## src/rtl/k2_fetch_unit.sv

```systemverilog
`default_nettype none
// ============================================================================
// Module   : k2_fetch_unit
// Purpose  : K2 instruction fetch stage: PC, instruction register, next-PC select
// Revision : 1.0
// ============================================================================
module k2_fetch_unit #(
  parameter int ADDR_W    = 4,
  parameter int INST_W    = 8,
  parameter int LAST_ADDR = 9
) (
  input  logic              clk,
  input  logic              reset,
  input  logic              en,
  output logic [ADDR_W-1:0] s,
  input  logic [INST_W-1:0] rom_data,
  input  logic              jump_req,
  input  logic              jump_cond,
  input  logic [ADDR_W-1:0] jump_target,
  input  logic              halt,
  output logic [INST_W-1:0] ir,
  output logic              ir_valid,
  output logic              halted,
  output logic              addr_err,
  output logic [7:0]        retired
);

  typedef enum logic [1:0] {
    ST_FETCH  = 2'd0,
    ST_EXEC   = 2'd1,
    ST_HALTED = 2'd2
  } state_t;

  localparam logic [ADDR_W-1:0] c_last_addr = ADDR_W'(LAST_ADDR);

  state_t              r_state;
  logic [ADDR_W-1:0]   r_pc;
  logic [INST_W-1:0]   r_ir;
  logic                r_ir_valid;
  logic                r_halted;
  logic                r_addr_err;
  logic [7:0]          r_retired;

  logic                w_tgt_bad;
  logic [ADDR_W-1:0]   w_pc_seq;

  assign w_tgt_bad = (jump_target > c_last_addr);
  assign w_pc_seq  = (r_pc == c_last_addr) ? '0 : r_pc + ADDR_W'(1);

  always_ff @(posedge clk or posedge reset) begin
    if (reset) begin
      r_state    <= ST_FETCH;
      r_pc       <= '0;
      r_ir       <= '0;
      r_ir_valid <= 1'b0;
      r_halted   <= 1'b0;
      r_addr_err <= 1'b0;
      r_retired  <= '0;
    end else if (en) begin
      case (r_state)
        ST_FETCH: begin
          r_ir       <= rom_data;
          r_ir_valid <= 1'b1;
          r_addr_err <= 1'b0;
          r_state    <= ST_EXEC;
        end
        ST_EXEC: begin
          r_ir_valid <= 1'b0;
          if (r_retired != 8'hFF) begin
            r_retired <= r_retired + 8'd1;
          end
          // Halt outranks a taken jump: the PC is left pointing at the halting instruction.
          if (halt) begin
            r_halted <= 1'b1;
            r_state  <= ST_HALTED;
          end else if (jump_req && jump_cond) begin
            r_pc       <= w_tgt_bad ? '0 : jump_target;
            r_addr_err <= w_tgt_bad;
            r_state    <= ST_FETCH;
          end else begin
            r_pc    <= w_pc_seq;
            r_state <= ST_FETCH;
          end
        end
        ST_HALTED: begin
          r_state <= ST_HALTED;
        end
        default: begin
          r_state <= ST_FETCH;
        end
      endcase
    end
  end

  // The error pulse is hidden while stalled so it is never seen stretched.
  assign addr_err = r_addr_err & en;
  assign s        = r_pc;
  assign ir       = r_ir;
  assign ir_valid = r_ir_valid;
  assign halted   = r_halted;
  assign retired  = r_retired;

endmodule
`default_nettype wire

```

## config.mk

```make
export PLATFORM = sky130hd
export DESIGN_NAME = k2_fetch_unit
export DESIGN_NICKNAME = d
export VERILOG_FILES = /design/src/rtl/k2_fetch_unit.sv
export SDC_FILE = /design/constraint.sdc
export NUM_CORES = 1
export LEC_CHECK = 0
export BUFFER_PORTS_ARGS = -buffer_cell sky130_fd_sc_hd__buf_4
export CAP_MARGIN = 10
export CORE_ASPECT_RATIO = 0.8
export CORE_MARGIN = 2
export CORE_UTILIZATION = 30
export CTS_CLUSTER_DIAMETER = 150
export DETAILED_ROUTE_END_ITERATION = 8
export GPL_ROUTABILITY_DRIVEN = 0
export GPL_TIMING_DRIVEN = 0
export PLACE_DENSITY = 0.58
export SLEW_MARGIN = 20
export SYNTH_ARGS = -nofsm -noshare
export SYNTH_HDL_FRONTEND = slang
export SYNTH_SLANG_ARGS = --single-unit
```

## constraint.sdc

```tcl
create_clock -name clk -period 1.78 [get_ports clk]
set_clock_uncertainty 0.05 [all_clocks]
set_input_delay 0.178 -clock clk [delete_from_list [all_inputs] [get_ports clk]]
set_output_delay 0.178 -clock clk [all_outputs]
set_load 0.05 [all_outputs]
```

==> impl_summary.txt, run 1 <==
----------------------------------------------------
[STA]
  Setup-failing EPs final ... 0
  Highest attainable clock frequency ... about 640 MHz
  Final period demand of the worst path ... around 1.6 ns
  Remaining max-slew budget at the tightest pin ... between 30% and 40%
  Worst-Margin Slew ... between 0.9 and 1 ns
  Worst Setup Slack, final ... roughly 0.22 ns
  Max Transition Viols Final ... 0
  Setup_tns ... 0 ns
  Unrepaired setup endpoints after global routing ... false
  Final Hold Viols ... 0
  Final period util ... 87.5%

[Synth]
  Post-synthesis compound-gate area fraction ... roughly 11%
  Share of cell area taken by muxes after synthesis ... about an eighth
  Xor/xnor cell area share of the yosys netlist ... roughly 4.6%
  Number of standard cells after synthesis ... roughly 100
  Share of the yosys chip area belonging to registers ... 54.2%
  List of most frequent post-synthesis cells ... 25 x sky130_fd_sc_hd__dfrtp_1, 9 x sky130_fd_sc_hd__mux2_2, 9 x sky130_fd_sc_hd__nand2_1
  Count of flip-flops with a built-in enable after synthesis ... 0
  Number of nets in the synthesized netlist ... 121
  Flip-flop and latch count after synthesis ... 25
  Synth area leader ... sky130_fd_sc_hd__dfrtp_1
  Largest cells by area after synthesis ... sky130_fd_sc_hd__dfrtp_1 54%, sky130_fd_sc_hd__mux2_2 8.8%, sky130_fd_sc_hd__a21oi_1 3.0%
  Combinational family with the most area after synthesis ... simple AND/OR/NAND/NOR gates
  Post-Synth Adder-Cell Area ... ~1.1%
  Count of cell types in the netlist ... 33
  Asr flop ratio synth ... 100%
  Simple logic cell fraction of the synthesized area ... between 10% and 20%
  Most used standard cell by instance count after synthesis ... sky130_fd_sc_hd__dfrtp_1
  Avg Synthesized Cell Area ... around 11 µm²
  Yosys warnings ... 0
  Netlist area before placement ... around 1200 µm²
  Ys flop type ... sky130_fd_sc_hd__dfrtp_1
  Area share of the largest cell type after synthesis ... 54.2%

[Placement]
  Half-perimeter wire length after detailed placement ... around 1700 µm
  Buffers added on ports ... 40
  DP Worst Slack ... around 0.23 ns
  Dpl cells ... around 190

[Floorplan]
  Initial core utilization ... around 31%
  Core footprint ... roughly 3800 µm²
  Vert. Die Dim ... 59.5 µm
  DIE AREA ... ~4400 µm²
  Row Count ... 20
  Io pins ... between 40 and 50
  Horizontal die dimension ... about 73 µm

[Global route]
  Global-route wire length before repair ... approximately 3800 µm
  Via count of the first global-routing pass ... between 800 and 900
  Layer carrying the most global-route usage ... met2
  Met3 routing resource usage after global routing ... approximately 3.6%
  Met1 GRT Util ... between 15 and 20%
  Global routing usage summed across all routing layers ... around 11%
  Overflow left after global routing ... 0
  Met2 capacity usage during global routing ... between 10% and 20%
  Antenna violations before repair ... 0
  Pin count of the biggest net entering global routing ... 26

[Detailed routing]
  DRC violations left ... 0
  Routed length per instance ... 12.0 µm
  Remaining antenna violation count ... 0
  Wire length after detailed routing ... between 2000 and 2500 µm
  Count of routing violations after the opening detailed-route iteration ... 54
  Number of vias in the routed layout ... roughly 900
  Via density per instance ... between 4 and 5
  Total iterations of the first detailed-routing run ... 4

[Clocking]
  Number of gates resized after cts ... 0
  Bufs on Longest Clock Path ... 2
  Number of clock sinks ... 25
  Root buffer cell ... sky130_fd_sc_hd__clkbuf_8
  Post-CTS setup buffers ... 0
  Clock input transition at the sequential cells of the worst setup and hold paths ... around 0.090 ns
  Hold buffers post-CTS ... 0
  Cts bufs inserted ... 3
  Clock tree from TritonCTS ... done
  Clock insertion delay at the later pin of the skew report ... ~0.26 ns
  Number of H-tree levels ... 1

[Cells and area]
  Area overhead of the layout relative to synthesis ... 35.2%
  Fillers ... 380
  Final cell count without fillers ... 190
  Antenna Diode Count ... 0
  Final core area utilization ... 41.6%
  Layout cells sized above 1 ... 43.2%
  Count of nets after finishing ... around 170

[Pwr]
  IR Drop Worst-Case VDD ... around 0.00074 V
  Leak Pwr ... ~0.72 nW
  Final Power ... 2.92 mW
  Power density relative to cell area ... approximately 1900 nW/µm²

[Setup path]
  CP Data Arrival Time ... around 1.7 ns
  Critical path data required time ... ~1.9 ns
  Max Fanout on Critical Path ... 4
  Kind of start point of the critical path ... flop
  Element type at the critical path end ... flop
  Crit Path Category ... flop to flop

[Hold path]
  Type of the tightest min-delay check ... input pin to async pin

[Status]
  Status ... finished, final reports clean

[Job]
  Max cap viols ... 0

----------------------------------------------------
==> cell families (layout without fill, tap and decap cells) <==
family                     Yosys count  in the layout
DFF                                 25             25
muxes                               12             12
buffers and inverters                3             47
xor gates and xnor gates             6              6
and+or+nand+nor                     35             35
AOI/OAI and AO/OA                   20             20
adders and majority gates            1              1
==> placed cells by master, fill, tap and decap left out, types with 2 or more instances in the layout <==
| master | count |
|---|---|
| sky130_fd_sc_hd__nand3_1 | 5 |
| sky130_fd_sc_hd__mux2i_1 | 2 |
| sky130_fd_sc_hd__dfrtp_1 | 23 |
| sky130_fd_sc_hd__nor2_1 | 6 |
| sky130_fd_sc_hd__o31ai_1 | 2 |
| sky130_fd_sc_hd__mux2_2 | 9 |
| sky130_fd_sc_hd__xor2_1 | 3 |
| sky130_fd_sc_hd__o21ai_0 | 5 |
| sky130_fd_sc_hd__buf_4 | 40 |
| sky130_fd_sc_hd__a21oi_1 | 7 |
| sky130_fd_sc_hd__xnor2_1 | 3 |
| sky130_fd_sc_hd__clkbuf_8 | 3 |
| sky130_fd_sc_hd__nand2b_1 | 4 |
| sky130_fd_sc_hd__inv_1 | 2 |
| sky130_fd_sc_hd__dfrtp_2 | 2 |
| sky130_fd_sc_hd__nand2_1 | 9 |
==> registers in the layout (all words and copies together), names as in the netlist <==
| signal | count |
|---|---|
| r_addr_err | 1 |
| s | 4 |
| r_state | 2 |
| ir | 8 |
| halted | 1 |
| retired | 8 |
| ir_valid | 1 |
==> per-stage QoR <==
stage	hold slack, ns	cell area (µm²)
final	0.0575	1560
after floorplan	0.155	1160
after global placement	0.362	1510
after CTS	0.0750	1560
after detailed placement	0.365	1510
after global routing	0.0714	1560
==> report_power, final <==
group	leakage, nW	internal [mW]	switching, mW
clock network	0.0217	0.158	0.178
logic	0.399	0.546	1.01
registers	0.301	0.799	0.227
==> final timing paths <==
| kind | startpoint | to | slack (ns) | cells after the start |
|---|---|---|---|---|
| hold / removal | reset | ir[5] | 0.06 | 2 |
| hold reg to reg | halted | halted | 0.43 | 1 |
| setup / recovery | retired[0] | retired[1] | 0.22 | 4 |
| min in group clk | en | r_state[0] | 0.08 | 2 |
| setup reg to reg | retired[0] | retired[1] | 0.22 | 4 |
| max in group asynchronous | reset | retired[0] | 0.99 | 2 |
==> critical path, stage by stage, from the launching register on <==
cell	delay, ns
sky130_fd_sc_hd__dfrtp_2	0.40
sky130_fd_sc_hd__ha_1	0.20
sky130_fd_sc_hd__nand3_1	0.11
sky130_fd_sc_hd__o21ai_0	0.31
sky130_fd_sc_hd__mux2_2	0.38
==> area by class of cell <==
cell class	instances	area (µm²)	share of cell area (%)
Buffer	1	5.00	0.321
Timing Repair Buffer	40	300	19.2
Tap cell	44	55.1	3.53
Multi-Input combinational cell	74	517	33.1
Sequential cell	25	628	40.2
Inverter	2	7.51	0.481
Clock inverter	1	7.51	0.481
Clock buffer	3	41.3	2.64
==> metal layers <==
layer | vias to the layer above | routed length, µm
li1 | 455 | -
met1 | 448 | 1080
met2 | 22 | 1060
met3 | 2 | 121
met4 | 0 | 10
met5 | - | 0
(Power assumes the default switching activity.)
==> inputs of run 2 (changes only) <==
Settings changed: CELL_PAD_IN_SITES_DETAIL_PLACEMENT set to 1, CELL_PAD_IN_SITES_GLOBAL_PLACEMENT set to 1, PLACE_DENSITY 0.58 to 0.7.
==> run 2 against run 1 <==
Effect of this change:
- combinational power about the same
- register-to-register slack better by 0.02 ns
- cell area is 0.24% lower
- total power increased by 0.89%
- first-iteration DRC count down 37%
- critical path depth unchanged
- critical path type unchanged
- highest routed layer unchanged
==> impl_summary.txt, run 2 (synthesized netlist as in run 1, its figures left out) <==
----------------------------------------------------
[Pwr]
  Logic pwr share ... 53.5% (was 53.4%)
  Power density relative to cell area ... 1890 nW/µm² (was 1870 nW/µm²)
  Switching portion of total power ... 49.0% (was 48.6%)
  Leak Pwr ... 0.723 nW (was 0.722 nW)
  Fraction of power consumed by the clock network ... 11.4% (was 11.5%)
  Part of the power in registers ... 35.1% (about the same)
  Internal power contribution ... 1.50 mW (about the same)
  Net switching power figure ... 1.44 mW (was 1.42 mW)
  IR Drop Worst-Case VDD ... 0.00115 V (was 0.000743 V)

[Cells and area]
  Count of nets after finishing ... 166 (unchanged)
  Most frequent standard cell in the layout excluding fill and tap cells ... sky130_fd_sc_hd__buf_4 (unchanged)
  Most used cells in the layout excluding fill and tap cells ... 40 x sky130_fd_sc_hd__buf_4, 23 x sky130_fd_sc_hd__dfrtp_1, 9 x sky130_fd_sc_hd__mux2_2, 9 x sky130_fd_sc_hd__nand2_1, 7 x sky130_fd_sc_hd__a21oi_1 (unchanged)
  Area overhead of the layout relative to synthesis ... 34.9% (was 35.2%)
  Layout cells sized above 1 ... 42.5% (was 43.2%)
  Layout Cell Area excl Fill ... 1560 µm² (about the same)
  Sequential cell area ... 628 µm² (unchanged)
  Antenna Diode Count ... 0 (unchanged)
  Fillers ... 442 (was 380)
  Area of the multi-input gates ... 517 µm² (unchanged)

[STA]
  Worst-Margin Slew ... 0.944 ns (was 0.921 ns)
  Final period util ... 86.7% (was 87.5%)
  Setup-failing EPs final ... 0 (unchanged)
  Unrepaired setup endpoints after global routing ... false (unchanged)
  Remaining max-slew budget at the tightest pin ... 37.0% (was 38.5%)
  Max Transition Viols Final ... 0 (unchanged)
  Highest attainable clock frequency ... 648 MHz (was 642 MHz)
  Setup_tns ... 0 ns (unchanged)
  Final Hold Viols ... 0 (unchanged)
  Final period demand of the worst path ... 1.54 ns (was 1.56 ns)

[Detailed routing]
  Routed length per instance ... 14.4 µm (was 12.0 µm)
  Count of routing violations after the opening detailed-route iteration ... 34 (was 54)
  DRC violations left ... 0 (unchanged)
  Number of vias in the routed layout ... 944 (was 927)
  Remaining antenna violation count ... 0 (unchanged)
  Via density per instance ... 4.97 (was 4.88)
  Total iterations of the first detailed-routing run ... 4 (unchanged)
  Wire length after detailed routing ... 2730 µm (was 2280 µm)

[Global route]
  Pin count of the biggest net entering global routing ... 26 (unchanged)
  Antenna violations before repair ... 0 (unchanged)
  Layer carrying the most global-route usage ... met2 (unchanged)
  Global-route wire length before repair ... 4460 µm (was 3800 µm)
  Overflow left after global routing ... 0 (unchanged)
  Via count of the first global-routing pass ... 947 (was 858)
  Met1 GRT Util ... 17.9% (was 15.2%)
  Met3 routing resource usage after global routing ... 5.44% (was 3.57%)
  Met2 capacity usage during global routing ... 21.5% (was 17.6%)
  Global routing usage summed across all routing layers ... 13.7% (was 11.1%)

[Setup path]
  Cells traversed along the worst timing path ... ha_1 -> nand3_1 -> o21ai_0 -> mux2_2 (unchanged)
  Critical path data required time ... 1.88 ns (was 1.89 ns)
  Capture point of the worst reg-to-reg path ... retired[1] (unchanged)
  Max Fanout on Critical Path ... 4 (unchanged)
  Delay contributed by the slowest stage of the critical path ... 0.40 ns (about the same)
  FF-to-FF Start ... retired[0] (unchanged)
  Total buffers and inverters traversed by the critical path ... 0 (unchanged)
  Worst reg-to-reg setup slack ... 0.24 ns (was 0.22 ns)
  Crit Path Category ... flop to flop (unchanged)
  CP Data Arrival Time ... 1.65 ns (was 1.67 ns)
  Kind of start point of the critical path ... flop (unchanged)
  Element type at the critical path end ... flop (unchanged)
  Standard cell with the maximum stage delay on the critical path ... sky130_fd_sc_hd__dfrtp_2 (unchanged)
  Cell type group with the largest total delay on the critical path ... flip-flops (unchanged)
  Worst R2R Path Depth ... 4 (unchanged)

[Clocking]
  Cts bufs inserted ... 3 (unchanged)
  Number of clock sinks ... 25 (unchanged)
  Clock tree from TritonCTS ... done (unchanged)
  Clock input transition at the sequential cells of the worst setup and hold paths ... 0.08 ns (was 0.09 ns)
  Number of H-tree levels ... 1 (unchanged)
  Bufs on Longest Clock Path ... 2 (unchanged)
  Clock insertion delay at the later pin of the skew report ... 0.27 ns (was 0.26 ns)
  Number of gates resized after cts ... 0 (unchanged)
  Post-CTS setup buffers ... 0 (unchanged)
  Root buffer cell ... sky130_fd_sc_hd__clkbuf_8 (unchanged)
  Hold buffers post-CTS ... 0 (unchanged)

[Floorplan]
  Initial core utilization ... 30.8% (unchanged)
  Row Count ... 20 (unchanged)
  Core footprint ... 3750 µm² (unchanged)
  DIE AREA ... 4360 µm² (unchanged)
  Io pins ... 41 (unchanged)
  Horizontal die dimension ... 73.4 µm (unchanged)
  Vert. Die Dim ... 59.5 µm (unchanged)

[Hold path]
  Type of the tightest min-delay check ... input pin to async pin (unchanged)

[Job]
  Max cap viols ... 0 (unchanged)

[Placement]
  Buffers added on ports ... 40 (unchanged)
  Placed standard-cell area ... 1510 µm² (unchanged)
  Half-perimeter wire length after detailed placement ... 2110 µm (was 1740 µm)

[Status]
  Status ... finished, final reports clean (unchanged)

----------------------------------------------------
run 2: through the flow:
| stage | power, mW | cells | setup WS [ns] | hold slack (ns) | util (%) |
|---|---|---|---|---|---|
| floorplan | 2.12 | 102 | 0.0637 | 0.155 | - |
| finish | 2.95 | 190 | 0.237 | 0.0727 | 41.5 |
| global placement | 2.60 | 186 | 0.238 | 0.359 | 40.3 |
| CTS | 2.99 | 190 | 0.207 | 0.0764 | 41.5 |
| detailed placement | 2.64 | 186 | 0.223 | 0.363 | 40.3 |
| global route | 3.13 | 190 | 0.126 | 0.0769 | 41.5 |
run 2: how the worst max path moves through the flow:
stage / from / to / slack [ns] / depth (start not counted)
2_1_floorplan: retired[3] / retired[1] / 0.06 / 3
4_1_cts: retired[0] / retired[1] / 0.21 / 4
6_report: retired[0] / retired[1] / 0.24 / 4
3_5_place_dp: retired[0] / retired[1] / 0.22 / 4
5_1_grt: retired[0] / retired[1] / 0.13 / 4
3_3_place_gp: retired[0] / retired[1] / 0.24 / 4
run 2: power by group through the flow:
stage          Combinational [mW]  Sequential [mW]  Clock, mW
3_5_place_dp                 1.60             1.05          0
6_report                     1.58             1.04      0.335
2_1_floorplan               0.400             1.72          0
4_1_cts                      1.60             1.04      0.352
3_3_place_gp                 1.57             1.03          0
5_1_grt                      1.68             1.08      0.369
run 2: layout make-up:
| type | instances | share of cell area, % |
|---|---|---|
| sequential | 25 | 40.3 |
| timing repair buffer | 40 | 19.3 |
| tap | 44 | 3.53 |
| buffer | 1 | 0.321 |
| clock buffer | 4 | 2.89 |
| inverter | 2 | 0.482 |
| multi-input combinational | 74 | 33.2 |
run 2: per-layer routing:
metal | vias up | part of all wire [%]
met1 | 472 | 44
met5 | - | 0
met4 | 0 | 0.80
met3 | 2 | 6.1
li1 | 449 | -
met2 | 21 | 49
run 2: worst register-to-register path: cells and delay by family, from the launching register on:
family                   cells  cell delay [ns]
AO/OA/AOI/OAI                1             0.30
flip-flops                   1             0.40
multiplexers                 1             0.38
AND/OR/NAND/NOR              1             0.11
adder cells (fa/ha/maj)      1             0.20
==> inputs of run 3 (changes only) <==
Settings changed: ABC_AREA set to 1, PLACE_DENSITY 0.7 to 0.73.
==> run 3 against run 2 <==
Effect of this change:
- clock power increased by 2%
- cell count increased by 41%
- first-iteration DRC count decreased by 8.8%
- count of clock-buffer cells in the layout decreased by 1
- critical path type unchanged
- routed wire length increased by 15%
- largest power group unchanged
- largest cell class unchanged
- maximum frequency increased by 7.7%
- critical path depth increased by 4
- via count increased by 28%
- sequential share of layout area decreased by 3.5 points
==> impl_summary.txt, run 3 <==
----------------------------------------------------
[Synth]
  Avg Synthesized Cell Area ... 7.67 µm² (was 11.3 µm²)
  List of most frequent post-synthesis cells ... 60 x sky130_fd_sc_hd__nand2_1, 25 x sky130_fd_sc_hd__dfrtp_1, 19 x sky130_fd_sc_hd__inv_1, 19 x sky130_fd_sc_hd__nand3_1, 14 x sky130_fd_sc_hd__nor2_1 (was 25 x sky130_fd_sc_hd__dfrtp_1, 9 x sky130_fd_sc_hd__mux2_2, 9 x sky130_fd_sc_hd__nand2_1)
  Most used standard cell by instance count after synthesis ... sky130_fd_sc_hd__nand2_1 (was sky130_fd_sc_hd__dfrtp_1)
  Synth area leader ... sky130_fd_sc_hd__dfrtp_1 (unchanged)
  Asr flop ratio synth ... 100% (unchanged)
  Netlist area before placement ... 1280 µm² (was 1150 µm²)
  Ys flop type ... sky130_fd_sc_hd__dfrtp_1 (unchanged)
  Count of flip-flops with a built-in enable after synthesis ... 0 (unchanged)
  Flip-flop and latch count after synthesis ... 25 (unchanged)
  Number of nets in the synthesized netlist ... 186 (was 121)
  Yosys warnings ... 0 (unchanged)
  Number of standard cells after synthesis ... 167 (was 102)
  Area share of the largest cell type after synthesis ... 48.8% (was 54.2%)
  Count of cell types in the netlist ... 22 (was 33)
  Largest cells by area after synthesis ... sky130_fd_sc_hd__dfrtp_1 49%, sky130_fd_sc_hd__nand2_1 18%, sky130_fd_sc_hd__nand3_1 7.4% (was sky130_fd_sc_hd__dfrtp_1 54%, sky130_fd_sc_hd__mux2_2 8.8%, sky130_fd_sc_hd__a21oi_1 3.0%)
  Share of the yosys chip area belonging to registers ... 48.8% (was 54.2%)

[Cells and area]
  Layout cells sized above 1 ... 26.1% (was 42.5%)
  Count of nets after finishing ... 231 (was 166)
  Antenna Diode Count ... 0 (unchanged)
  Most frequent standard cell in the layout excluding fill and tap cells ... sky130_fd_sc_hd__nand2_1 (was sky130_fd_sc_hd__buf_4)
  Area overhead of the layout relative to synthesis ... 32.6% (was 34.9%)
  Layout Cell Area excl Fill ... 1700 µm² (was 1560 µm²)
  Most used cells in the layout excluding fill and tap cells ... 60 x sky130_fd_sc_hd__nand2_1, 41 x sky130_fd_sc_hd__buf_4, 25 x sky130_fd_sc_hd__dfrtp_1 (was 40 x sky130_fd_sc_hd__buf_4, 23 x sky130_fd_sc_hd__dfrtp_1, 9 x sky130_fd_sc_hd__mux2_2, 9 x sky130_fd_sc_hd__nand2_1, 7 x sky130_fd_sc_hd__a21oi_1)

[Pwr]
  Part of the power in registers ... 33.3% (was 35.1%)
  Logic pwr share ... 55.4% (was 53.5%)
  Switching portion of total power ... 52.2% (was 49.0%)
  IR Drop Worst-Case VDD ... 0.000767 V (was 0.00115 V)
  Internal power contribution ... 1.45 mW (was 1.50 mW)
  Power density relative to cell area ... 1780 nW/µm² (was 1890 nW/µm²)
  Fraction of power consumed by the clock network ... 11.3% (was 11.4%)
  Leak Pwr ... 0.916 nW (was 0.723 nW)
  Net switching power figure ... 1.58 mW (was 1.44 mW)

[Floorplan]
  Core footprint ... 4150 µm² (was 3750 µm²)
  Io pins ... 41 (unchanged)
  Horizontal die dimension ... 77.1 µm (was 73.4 µm)
  Vert. Die Dim ... 62.5 µm (was 59.5 µm)
  Initial core utilization ... 30.9% (was 30.8%)
  Row Count ... 21 (was 20)
  DIE AREA ... 4810 µm² (was 4360 µm²)

[Setup path]
  FF-to-FF Start ... retired[1] (was retired[0])
  Cells traversed along the worst timing path ... ha_1 -> nand2_2 -> nor2_2 -> nand2_2 -> nand2_4 -> inv_2 -> nand2_1 -> o21ai_1 (was ha_1 -> nand3_1 -> o21ai_0 -> mux2_2)
  CP Data Arrival Time ... 1.54 ns (was 1.65 ns)
  Standard cell with the maximum stage delay on the critical path ... sky130_fd_sc_hd__dfrtp_1 (was sky130_fd_sc_hd__dfrtp_2)
  Delay contributed by the slowest stage of the critical path ... 0.41 ns (was 0.40 ns)
  Total buffers and inverters traversed by the critical path ... 1 (was 0)
  Capture point of the worst reg-to-reg path ... retired[3] (was retired[1])
  Startpoint of the most critical setup path ... retired[1] (was retired[0])
  Kind of start point of the critical path ... flop (unchanged)
  Cell type group with the largest total delay on the critical path ... simple AND/OR/NAND/NOR gates (was flip-flops)
  Worst R2R Path Depth ... 8 (was 4)
  Max Fanout on Critical Path ... 7 (was 4)
  Worst reg-to-reg setup slack ... 0.35 ns (was 0.24 ns)
  Element type at the critical path end ... flop (unchanged)
  Crit path top cell by count ... sky130_fd_sc_hd__nand2_2
  Crit Path Category ... flop to flop (unchanged)
  Critical path data required time ... 1.89 ns (was 1.88 ns)

[Global route]
  Antenna violations before repair ... 0 (unchanged)
  Global routing usage summed across all routing layers ... 14.5% (was 13.7%)
  Pin count of the biggest net entering global routing ... 26 (unchanged)
  Overflow left after global routing ... 0 (unchanged)
  Global-route wire length before repair ... 5560 µm (was 4460 µm)
  Via count of the first global-routing pass ... 1,224 (was 947)

[Clocking]
  Clock insertion delay at the later pin of the skew report ... 0.27 ns (about the same)
  Clock tree from TritonCTS ... done (unchanged)
  Bufs on Longest Clock Path ... 2 (unchanged)
  Clock input transition at the sequential cells of the worst setup and hold paths ... 0.09 ns (was 0.08 ns)
  Number of gates resized after cts ... 0 (unchanged)
  Number of H-tree levels ... 1 (unchanged)
  Post-CTS setup buffers ... 0 (unchanged)
  Root buffer cell ... sky130_fd_sc_hd__clkbuf_8 (unchanged)
  Hold buffers post-CTS ... 0 (unchanged)
  Cts bufs inserted ... 3 (unchanged)
  Number of clock sinks ... 25 (unchanged)

[Detailed routing]
  Remaining antenna violation count ... 0 (unchanged)
  Via density per instance ... 4.51 (was 4.97)
  DRC violations left ... 0 (unchanged)
  Number of vias in the routed layout ... 1,210 (was 944)
  Total iterations of the first detailed-routing run ... 4 (unchanged)
  Routed length per instance ... 11.8 µm (was 14.4 µm)
  Count of routing violations after the opening detailed-route iteration ... 31 (was 34)
  Wire length after detailed routing ... 3160 µm (was 2730 µm)

[Hold path]
  Type of the tightest min-delay check ... input pin to async pin (unchanged)

[STA]
  Max Transition Viols Final ... 0 (unchanged)
  Final period util ... 80.5% (was 86.7%)
  Setup_tns ... 0 ns (unchanged)
  Remaining max-slew budget at the tightest pin ... 36.3% (was 37.0%)
  Highest attainable clock frequency ... 698 MHz (was 648 MHz)
  Worst-Margin Slew ... 0.955 ns (was 0.944 ns)
  Final Hold Viols ... 0 (unchanged)
  Final period demand of the worst path ... 1.43 ns (was 1.54 ns)
  Unrepaired setup endpoints after global routing ... false (unchanged)
  Setup-failing EPs final ... 0 (unchanged)

[Job]
  Max cap viols ... 0 (unchanged)

[Placement]
  Buffers added on ports ... 40 (unchanged)
  Half-perimeter wire length after detailed placement ... 2430 µm (was 2110 µm)
  Placed standard-cell area ... 1650 µm² (was 1510 µm²)

[Status]
  Status ... finished, final reports clean (unchanged)

----------------------------------------------------
[run 3: metal layers]
layer  vias to the layer above  track usage (%)  part of all wire, %
met2                        29             23.5                   46
met1                       566             18.8                   48
met5                         -                0                    0
met3                         5             3.61                  4.5
met4                         0             5.36                  1.6
li1                        610                -                    -
[run 3: area by class of cell]
class                      count  area, µm²
sequential                    25        626
buffer                         1       7.51
fill                         536       2450
multi-input combinational    121        573
inverter                      20       75.1
clock buffer                   3       41.3
timing repair buffer          40        300
clock inverter                 1       5.00
tap                           57       71.3
[run 3: per-stage QoR]
| stage | hold slack (ns) | setup WS [ns] | power, mW | utilization (%) | instances |
|---|---|---|---|---|---|
| finish | 0.0674 | 0.348 | 3.03 | 40.9 | 268 |
| global route | 0.0819 | 0.239 | 3.25 | 40.9 | 268 |
| CTS | 0.0625 | 0.338 | 3.07 | 40.9 | 268 |
| detailed placement | 0.364 | 0.353 | 2.72 | 39.8 | 264 |
| global placement | 0.359 | 0.410 | 2.67 | 39.8 | 264 |
| floorplan | 0.155 | 0.140 | 2.18 | - | 167 |
[run 3: power by group through the flow]
| stage | clock network (mW) | registers (mW) | logic, mW |
|---|---|---|---|
| finish | 0.342 | 1.01 | 1.68 |
| global route | 0.379 | 1.05 | 1.82 |
| CTS | 0.362 | 1.01 | 1.70 |
| detailed placement | 0 | 1.02 | 1.70 |
| global placement | 0 | 1.01 | 1.66 |
| floorplan | 0 | 1.64 | 0.540 |
[run 3: logic make-up (layout without fill, tap and decap cells)]
family,after synthesis,in the layout,share of synthesized area (%)
AND/OR/NAND/NOR,106,106,36.7
flip-flops,25,25,48.8
buffers and inverters,21,65,6.45
AO/OA/AOI/OAI,10,10,4.30
XOR/XNOR,4,4,2.73
adder cells (fa/ha/maj),1,1,0.976
[run 3: worst max path at each step]
stage	end	slack, ns	depth (start not counted)
final	retired[3]	0.35	8
after global routing	retired[3]	0.24	8
after CTS	retired[3]	0.34	8
after detailed placement	retired[3]	0.35	8
after global placement	retired[4]	0.41	8
after floorplan	retired[3]	0.14	8
